`config.mk`:
```
export PLATFORM = sky130hd
export DESIGN_NAME = mem_bist_ctrl
export DESIGN_NICKNAME = d
export VERILOG_FILES = /design/src/rtl/mem_bist_ctrl.sv
export SDC_FILE = /design/constraint.sdc
export NUM_CORES = 1
export LEC_CHECK = 0
export ABC_CLOCK_PERIOD_IN_PS = 6480
export CAP_MARGIN = 10
export CORE_ASPECT_RATIO = 0.75
export CORE_MARGIN = 1
export CORE_UTILIZATION = 37
export CTS_CLUSTER_DIAMETER = 40
export CTS_CLUSTER_SIZE = 10
export DETAILED_ROUTE_END_ITERATION = 10
export PLACE_DENSITY = 0.71
export SETUP_SLACK_MARGIN = 0.05
export SKIP_CTS_REPAIR_TIMING = 1
export SYNTH_ARGS = -nofsm -noshare
export SYNTH_HDL_FRONTEND = slang
export SYNTH_SLANG_ARGS = --single-unit
```
`constraint.sdc`:
```
create_clock -name clk -period 6.48 [get_ports clk]
set_input_delay 1.296 -clock clk [delete_from_list [all_inputs] [get_ports clk]]
set_output_delay 1.296 -clock clk [all_outputs]
set_load 0.005 [all_outputs]
```
`src/rtl/mem_bist_ctrl.sv`:
```
// March C- BIST engine for a FIFO RAM wrapper: walks six march elements over the
// RAM through its bist_* port and latches pass/fail plus first-failure diagnostics.
module mem_bist_ctrl #(
    parameter int DEPTH  = 4,
    parameter int ADDR_W = 2,
    parameter int DATA_W = 64,
    parameter int RD_LAT = 1
) (
    input  logic              clk,
    input  logic              reset,
    input  logic              start,
    output logic              busy,
    output logic              done,
    output logic              pass,
    output logic [2:0]        fail_elem,
    output logic [ADDR_W-1:0] fail_addr,
    output logic [DATA_W-1:0] fail_syndrome,
    output logic              bist_en,
    output logic              bist_rd_en,
    output logic              bist_wr_en,
    output logic [ADDR_W-1:0] bist_addr,
    output logic [DATA_W-1:0] bist_wr_data,
    input  logic [DATA_W-1:0] bist_rd_data
);
    localparam logic [DATA_W-1:0] PAT_P    = {(DATA_W/2){2'b01}};
    localparam logic [DATA_W-1:0] PAT_Q    = ~PAT_P;
    localparam logic [ADDR_W-1:0] ADDR_TOP = ADDR_W'(DEPTH - 1);

    typedef enum logic [2:0] {IDLE, RD, WAIT, CMP, WR, DONE} state_t;

    state_t            state, state_n;
    logic [2:0]        elem, elem_n;
    logic [ADDR_W-1:0] addr, addr_n;
    logic              pass_n;
    logic [2:0]        fail_elem_n;
    logic [ADDR_W-1:0] fail_addr_n;
    logic [DATA_W-1:0] fail_syndrome_n;
    logic [RD_LAT:1]   rd_pipe;
    logic [RD_LAT:0]   vld_pipe;
    logic              down, addr_last, advance;
    logic [DATA_W-1:0] rd_exp, wr_pat;

    // vld_pipe[k] is set k cycles after a read strobe; data is valid at k = RD_LAT
    assign vld_pipe  = {rd_pipe, bist_rd_en};

    assign down      = (elem >= 3'd3);
    assign addr_last = down ? (addr == '0) : (addr == ADDR_TOP);
    assign rd_exp    = (elem == 3'd2 || elem == 3'd4) ? PAT_Q : PAT_P;
    assign wr_pat    = (elem == 3'd1 || elem == 3'd3) ? PAT_Q : PAT_P;

    always_ff @(posedge clk) begin
        if (!reset) begin
            state         <= IDLE;
            elem          <= '0;
            addr          <= '0;
            pass          <= 1'b0;
            fail_elem     <= '0;
            fail_addr     <= '0;
            fail_syndrome <= '0;
            rd_pipe       <= '0;
        end else begin
            state         <= state_n;
            elem          <= elem_n;
            addr          <= addr_n;
            pass          <= pass_n;
            fail_elem     <= fail_elem_n;
            fail_addr     <= fail_addr_n;
            fail_syndrome <= fail_syndrome_n;
            rd_pipe       <= vld_pipe[RD_LAT-1:0];
        end
    end

    always_comb begin
        state_n         = state;
        elem_n          = elem;
        addr_n          = addr;
        pass_n          = pass;
        fail_elem_n     = fail_elem;
        fail_addr_n     = fail_addr;
        fail_syndrome_n = fail_syndrome;
        advance         = 1'b0;

        case (state)
            IDLE, DONE: begin
                if (start) begin
                    state_n         = WR;
                    elem_n          = '0;
                    addr_n          = '0;
                    pass_n          = 1'b0;
                    fail_elem_n     = '0;
                    fail_addr_n     = '0;
                    fail_syndrome_n = '0;
                end
            end
            RD, WAIT: state_n = vld_pipe[RD_LAT-1] ? CMP : WAIT;
            CMP: begin
                if (vld_pipe[RD_LAT] && (bist_rd_data != rd_exp)) begin
                    pass_n          = 1'b0;
                    fail_elem_n     = elem;
                    fail_addr_n     = addr;
                    fail_syndrome_n = bist_rd_data ^ rd_exp;
                    state_n         = DONE;
                end else if (elem != 3'd5) begin
                    state_n = WR;
                end else begin
                    advance = 1'b1;
                end
            end
            WR:      advance = 1'b1;
            default: state_n = IDLE;
        endcase

        // Step to the next address, or roll into the next element at the sweep end
        if (advance) begin
            if (addr_last) begin
                if (elem == 3'd5) begin
                    state_n = DONE;
                    pass_n  = 1'b1;
                end else begin
                    elem_n  = elem + 3'd1;
                    addr_n  = (elem >= 3'd2) ? ADDR_TOP : '0;
                    state_n = RD;
                end
            end else begin
                addr_n  = down ? (addr - ADDR_W'(1)) : (addr + ADDR_W'(1));
                state_n = (elem == 3'd0) ? WR : RD;
            end
        end
    end

    assign busy         = (state == RD) || (state == WAIT) || (state == CMP) || (state == WR);
    assign done         = (state == DONE);
    assign bist_en      = busy;
    assign bist_rd_en   = (state == RD);
    assign bist_wr_en   = (state == WR);
    assign bist_addr    = busy ? addr : '0;
    assign bist_wr_data = bist_wr_en ? wr_pat : '0;
endmodule

```
==> results of run 1 <==
[final cells by class]
class / count / share of cell area [%]
Sequential cell: 79 / 22.4
Tap cell: 171 / 3.02
Clock buffer: 10 / 3.38
Timing Repair Buffer: 214 / 30.0
Multi-Input combinational cell: 395 / 40.1
Inverter: 6 / 0.318
Clock inverter: 5 / 0.831
[flip-flops by register name (all words and copies together) (netlist names)]
signal	cells
pass	1
fail_addr	2
state	3
fail_elem	3
elem	3
fail_syndrome	64
addr	2
rd_pipe	1
[power by group]
part	switching, mW	internal, mW
logic	0.0678	0.0975
clock network	0.206	0.307
registers	0.00335	0.487
total	0.277	0.891
[through the flow]
step | cell area [um^2] | util (%)
3_3_place_gp | 6780 | 51.3
2_1_floorplan | 5090 | -
3_5_place_dp | 6780 | 51.3
5_1_grt | 7070 | 53.6
6_report | 7070 | 53.6
4_1_cts | 7070 | 53.6
[Yosys cell counts (all sizes together) (3+ instances only)]
| cell type | number | share of area, % |
|---|---|---|
| nand3b | 41 | 6.0 |
| nor2 | 11 | 0.81 |
| a21boi | 38 | 5.6 |
| a21oi | 5 | 0.49 |
| nor4 | 4 | 1.1 |
| xnor2 | 34 | 5.9 |
| ha | 5 | 1.2 |
| nor4bb | 16 | 3.1 |
| and4bb | 12 | 3.0 |
| dfxtp | 79 | 31 |
| mux2i | 39 | 7.7 |
| xor2 | 32 | 5.5 |
| nand4 | 8 | 0.98 |
| buf | 76 | 12 |
| nand3 | 4 | 0.39 |
| inv | 6 | 0.44 |
| nor3 | 5 | 0.59 |
| clkbuf | 24 | 1.8 |
| nand2 | 113 | 8.3 |
| o21ai | 3 | 0.29 |
| and2 | 6 | 0.74 |
[critical path: stages]
cell             delay (ns)
clkdlybuf4s50_1        0.51
nor4bb_1               0.59
nand4_1                0.24
nor4_4                 0.38
o22ai_4                0.11
buf_4                  0.33
nor2b_4                0.16
buf_4                  0.49
mux2i_1                0.25
[path summary, 6_finish.rpt]
kind | start | end | cells after the start | slack [ns]
min | fail_syndrome[63]$_SDFFE_PN0P_ | fail_syndrome[63]$_SDFFE_PN0P_ | 2 | 0.46
max reg2reg | elem[0]$_SDFF_PN0_ | fail_syndrome[43]$_SDFFE_PN0P_ | 10 | 2.98
min reg2reg | fail_syndrome[63]$_SDFFE_PN0P_ | fail_syndrome[63]$_SDFFE_PN0P_ | 2 | 0.46
max | bist_rd_data[30] | fail_syndrome[43]$_SDFFE_PN0P_ | 9 | 2.35
[cells by family after synthesis]
| kind of cell | count (synthesis) |
|---|---|
| AO/OA/AOI/OAI | 57 |
| XOR/XNOR | 66 |
| adder cells (fa/ha/maj) | 5 |
| buffers and inverters | 106 |
| flip-flops | 79 |
| multiplexers | 39 |
| AND/OR/NAND/NOR | 228 |
[cell usage in the layout (no fill, tap or decap), types with 6 or more instances in the layout]
| cell | n |
|---|---|
| xnor2_1 | 34 |
| nor4bb_1 | 16 |
| clkdlybuf4s50_1 | 206 |
| nand2_1 | 113 |
| nand3b_1 | 41 |
| a21boi_0 | 23 |
| nand4_1 | 8 |
| mux2i_1 | 38 |
| nor2_1 | 10 |
| xor2_1 | 32 |
| a21boi_1 | 15 |
| inv_1 | 6 |
| dfxtp_1 | 79 |
| clkbuf_16 | 9 |
| buf_4 | 7 |
| and4bb_2 | 9 |
| and2_1 | 6 |
[per-layer routing]
layer  global-route usage (%)  share of wire [%]  vias to the layer above
li1                         -                  -                     2148
met3                     5.87                6.9                       22
met1                     26.4                 46                     2021
met2                     30.2                 44                      167
met4                     7.85                2.5                        0
met5                        0                  0                        -
==> key figures, run 1 <==
Run status
  • Outcome: completed

CTS
  • CTS tree: yes
  • Worst-skew pair later-pin latency: 0.34 ns
  • H-tree lvl count: 3
  • Num CTS Buffers: 9
  • Reg clk slew, reported paths: 0.06 ns
  • CTS Root Cell: clkbuf_16
  • Max clock buf depth: 2
  • CTS sink count: 79

Die
  • Starting density of the core: 38.6%
  • # rows: 36
  • Die area: 14200 um^2
  • Core outline area: 13200 um^2
  • Ports: 208
  • Die X: 137 um
  • Die Ht: 104 um

Layout
  • Fin nets: 777
  • FF/Latch Area: 1580 um^2
  • Fillers: 1170
  • Layout Cells excl Fill: 880
  • Share of layout cells above drive strength 1: 6.35%
  • Multi-input logic area: 2840 um^2
  • Diodes inserted: 0
  • Area growth syn-to-layout: 39.0%

Route
  • Total Wirelength: 14100 um
  • Detail Route Antenna Nets: 0
  • Routed vias/inst: 4.95
  • Number of remaining DRC errors: 0
  • WL per Instance: 16.0 um
  • Iter 0 DRT Violations: 220
  • Via Count: 4358
  • Pre-Repair DR Iteration Count: 4

Power
  • Total Power: 1.17 mW
  • Leak: 2.48 nW
  • Pwr dens: 165 nW/um^2
  • Worst VDD drop: 0.000147 V

Timing
  • Final min period: 4.13 ns
  • Slew Limit Fails: 0
  • Final setup fails: 0
  • RSZ-0062 raised after global routing: false
  • Final Hold Fails: 0
  • Slew at the pin closest to its max-slew limit: 1.09 ns
  • Tcrit/Tclk final: 63.7%
  • Slew margin rel.: 27.5%
  • Fmax: 242 MHz
  • Hold slack: 0.461 ns
  • Setup TNS: 0 ns
  • Setup Skew: 0.0101 ns
  • Final setup margin: 2.35 ns

Synthesis
  • Syn Std Cell Area: 5090 um^2
  • Synth Register Bits: 79
  • Post-Synth Adder-Cell Area: 1.23%
  • Netlist cell types: 44
  • Main synth FF type: dfxtp_1
  • Synth Area in XOR/XNOR: 11.4%
  • Mapped Cells: 580
  • Seq/Total Area, Yosys: 31.1%
  • Post-Syn Area per Cell: 8.77 um^2
  • Syn Nets: 652
  • Mux contribution to synthesized area: 7.67%
  • Fraction of the mapped netlist area in simple logic gates: 26.6%
  • Syn. warnings: 0
  • Main combinational cell family by area after synthesis: simple AND/OR/NAND/NOR gates
  • Synth Area in Compound Gates: 8.29%
  • Fraction of registers with async set/reset: 0%
  • Post-synth EDFFs: 0

Placement
  • Final HPWL DP: 10200 um
  • Routability congestion estimate: 0.871
  • Placed Cells: 865
  • Port Buf Inserts: 207
  • Place WS: 1.95 ns

GRT
  • Initial antenna violation count: 0
  • Global-route wire length before repair: 22100 um
  • Total global-route track usage: 20.0%
  • Largest net degree at the start of global routing: 82
  • Grt total ovfl: 0
  • Vias in the first global route: 4151

Critical path
  • Worst EP required: 6.75 ns
  • Crit Path Class: input pin to register
  • Startpoint Class: input pin
  • Crit end category: register
  • Crit path DAT: 4.39 ns
  • CP max FO: 73

Min path
  • HP Class: register to register

Flow run
  • Number of max-cap violations: 0
Power figures use the tool's default switching activity.
==> inputs of run 2 (changes only) <==
--- a/config.mk
+++ b/config.mk
@@ -5,7 +5,7 @@
 export SDC_FILE = /design/constraint.sdc
 export NUM_CORES = 1
 export LEC_CHECK = 0
-export ABC_CLOCK_PERIOD_IN_PS = 6480
+export ABC_CLOCK_PERIOD_IN_PS = 4000
 export CAP_MARGIN = 10
 export CORE_ASPECT_RATIO = 0.75
 export CORE_MARGIN = 1
==> constraint.sdc (replaced) <==
create_clock -name clk -period 4 [get_ports clk]
set_input_delay 0.8 -clock clk [delete_from_list [all_inputs] [get_ports clk]]
set_output_delay 0.8 -clock clk [all_outputs]
set_load 0.005 [all_outputs]
==> run 2 against run 1 <==
Compared with the run above:
- first-iteration DRC count rose by 33%
- largest power group unchanged
- critical path depth fell by 4
- clock skew fell by 0.0012 ns
- power rose by 70%
- count of clock-buffer cells in the layout fell by 1
- non-clock buffer count rose by 4
==> key figures, run 2 (synthesis gave the netlist of run 1 again) <==
Layout
  • Final Instance Area: 7140 um^2 (+0.96%)
  • Diodes inserted: 0 (unchanged)
  • Fin nets: 781 (+0.51%)
  • Commonest non-fill, non-tap cell in the layout: clkdlybuf4s50_1
  • Largest Register: fail_syndrome
  • Fillers: 1183 (+1.1%)
  • Share of layout cells above drive strength 1: 6.61% (+0.26 points)
  • Largest register FFs: 64 (unchanged)
  • Commonest non-fill, non-tap cells in the layout: clkdlybuf4s50_1 (206), nand2_1 (113), dfxtp_1 (79), nand3b_1 (41), mux2i_1 (38)
  • Area growth syn-to-layout: 40.3%

Die
  • # rows: 36 (unchanged)
  • Die Ht: 104 um (unchanged)
  • Ports: 208 (unchanged)
  • Die area: 14200 um^2 (unchanged)
  • Starting density of the core: 38.6% (unchanged)
  • Core outline area: 13200 um^2 (unchanged)
  • Die X: 137 um (unchanged)

Critical path
  • Reg2reg setup slack: 1.40 ns (-1.58 ns)
  • Crit path DAT: 2.64 ns (-1.75 ns)
  • Worst EP required: 3.20 ns (-3.55 ns)
  • Crit end category: output pin
  • Startpoint Class: register
  • Setup crit start: state[2]$_SDFFE_PN0P_
  • CP max FO: 17 (-77%)
  • Crit Path Class: register to output pin
  • RR Startpoint: elem[2]$_SDFF_PN0_
  • FF-to-FF path depth: 8 (-2)

Route
  • Iter 0 DRT Violations: 293 (+33%)
  • Pre-Repair DR Iteration Count: 5 (+1)
  • Detail Route Antenna Nets: 0 (unchanged)
  • Total Wirelength: 14400 um (+2.2%)
  • WL per Instance: 16.3 um (+1.9%)
  • Routed vias/inst: 5.07 (+2.3%)
  • Number of remaining DRC errors: 0 (unchanged)
  • Via Count: 4468 (+2.5%)

Timing
  • Final Hold Fails: 0 (unchanged)
  • Setup TNS: 0 ns (unchanged)
  • Slew Limit Fails: 0 (unchanged)
  • Fmax: 291 MHz
  • Final min period: 3.44 ns
  • RSZ-0062 raised after global routing: false
  • Tcrit/Tclk final: 85.9%
  • Setup Skew: 0.00888 ns (-0.00125 ns)
  • Final setup fails: 0 (unchanged)
  • Slew margin rel.: 48.5% (+21 points)
  • Slew at the pin closest to its max-slew limit: 0.756 ns (-0.331 ns)
  • Hold slack: 0.466 ns (+0.00458 ns)
  • Final setup margin: 0.564 ns (-1.79 ns)

GRT
  • Gr busiest metal: met2
  • Vias in the first global route: 4254 (+2.5%)
  • M2 GR Usage: 32.8% (+2.7 points)
  • Grt total ovfl: 0 (unchanged)
  • Initial antenna violation count: 0 (unchanged)
  • Largest net degree at the start of global routing: 81 (-1.2%)
  • Global-route wire length before repair: 22700 um (+2.6%)
  • Total global-route track usage: 20.5% (+0.53 points)
  • Met3 Usage GRT: 5.92% (+0.049 points)
  • GR Util met1: 26.7% (+0.29 points)

Placement
  • Cell Area, Placed: 6820 um^2 (+0.63%)
  • Place WS: 0.512 ns (-1.43 ns)
  • Port Buf Inserts: 207 (unchanged)
  • Routability congestion estimate: 0.813 (-6.6%)
  • Final HPWL DP: 10900 um (+5.9%)

Min path
  • Worst hold stages: 2 (unchanged)
  • HP Class: register to register
  • Worst hold path startpoint: fail_syndrome[27]$_SDFFE_PN0P_

CTS
  • Reg clk slew, reported paths: 0.06 ns (about the same)
  • CTS Root Cell: clkbuf_16
  • H-tree lvl count: 3 (unchanged)
  • CTS tree: yes
  • Max clock buf depth: 2 (unchanged)
  • Num CTS Buffers: 9 (unchanged)
  • Worst-skew pair later-pin latency: 0.33 ns (about the same)
  • CTS sink count: 79 (unchanged)

Power
  • Leak: 2.52 nW (+1.5%)
  • Pwr dens: 278 nW/um^2 (+68%)
  • Worst VDD drop: 0.000220 V (+50%)
  • Total Power: 1.98 mW (+70%)

Flow run
  • Number of max-cap violations: 0 (unchanged)

Run status
  • Outcome: completed
## run 2: layout make-up
type	count	area (um^2)	share of cell area [%]
multi-input combinational	395	2840	39.8
inverter	6	22.5	0.315
clock inverter	4	97.6	1.37
sequential	79	1580	22.1
clock buffer	9	225	3.15
timing repair buffer	218	2160	30.3
tap	171	214	3.00
## run 2: through the flow
stage	utilization, %	instances
after global routing	54.1	882
after global placement	51.7	869
final	54.1	882
after floorplan	-	580
after detailed placement	51.7	869
after CTS	54.1	882
## run 2: power breakdown
part	switching [mW]	internal [mW]
registers	0.00611	0.789
clock network	0.314	0.599
logic	0.113	0.160
## run 2: path summary, 6_finish.rpt
kind | end
setup reg to reg | state[2]$_SDFFE_PN0P_
setup / recovery | bist_wr_data[55]
hold / removal | fail_syndrome[27]$_SDFFE_PN0P_
hold reg to reg | fail_syndrome[27]$_SDFFE_PN0P_
## run 2: worst max-delay path, stage by stage, from the launching register on
cell,delay [ns]
dfxtp_1,0.53
nand2_1,0.33
inv_1,0.16
o21a_1,0.46
buf_4,0.29
clkdlybuf4s50_1,0.53
## run 2: metal layers
layer | part of all wire, % | vias up
li1 | - | 2160
met1 | 45 | 2112
met2 | 46 | 178
met3 | 7.2 | 18
met4 | 1.6 | 0
met5 | 0 | -
==> inputs of run 3 (changes only) <==
--- a/config.mk
+++ b/config.mk
@@ -16,6 +16,7 @@
 export PLACE_DENSITY = 0.71
 export SETUP_SLACK_MARGIN = 0.05
 export SKIP_CTS_REPAIR_TIMING = 1
+export SLEW_MARGIN = 20
 export SYNTH_ARGS = -nofsm -noshare
 export SYNTH_HDL_FRONTEND = slang
 export SYNTH_SLANG_ARGS = --single-unit
==> results of run 3 <==
Final layout, timing and power as in run 2 (identical DEF).
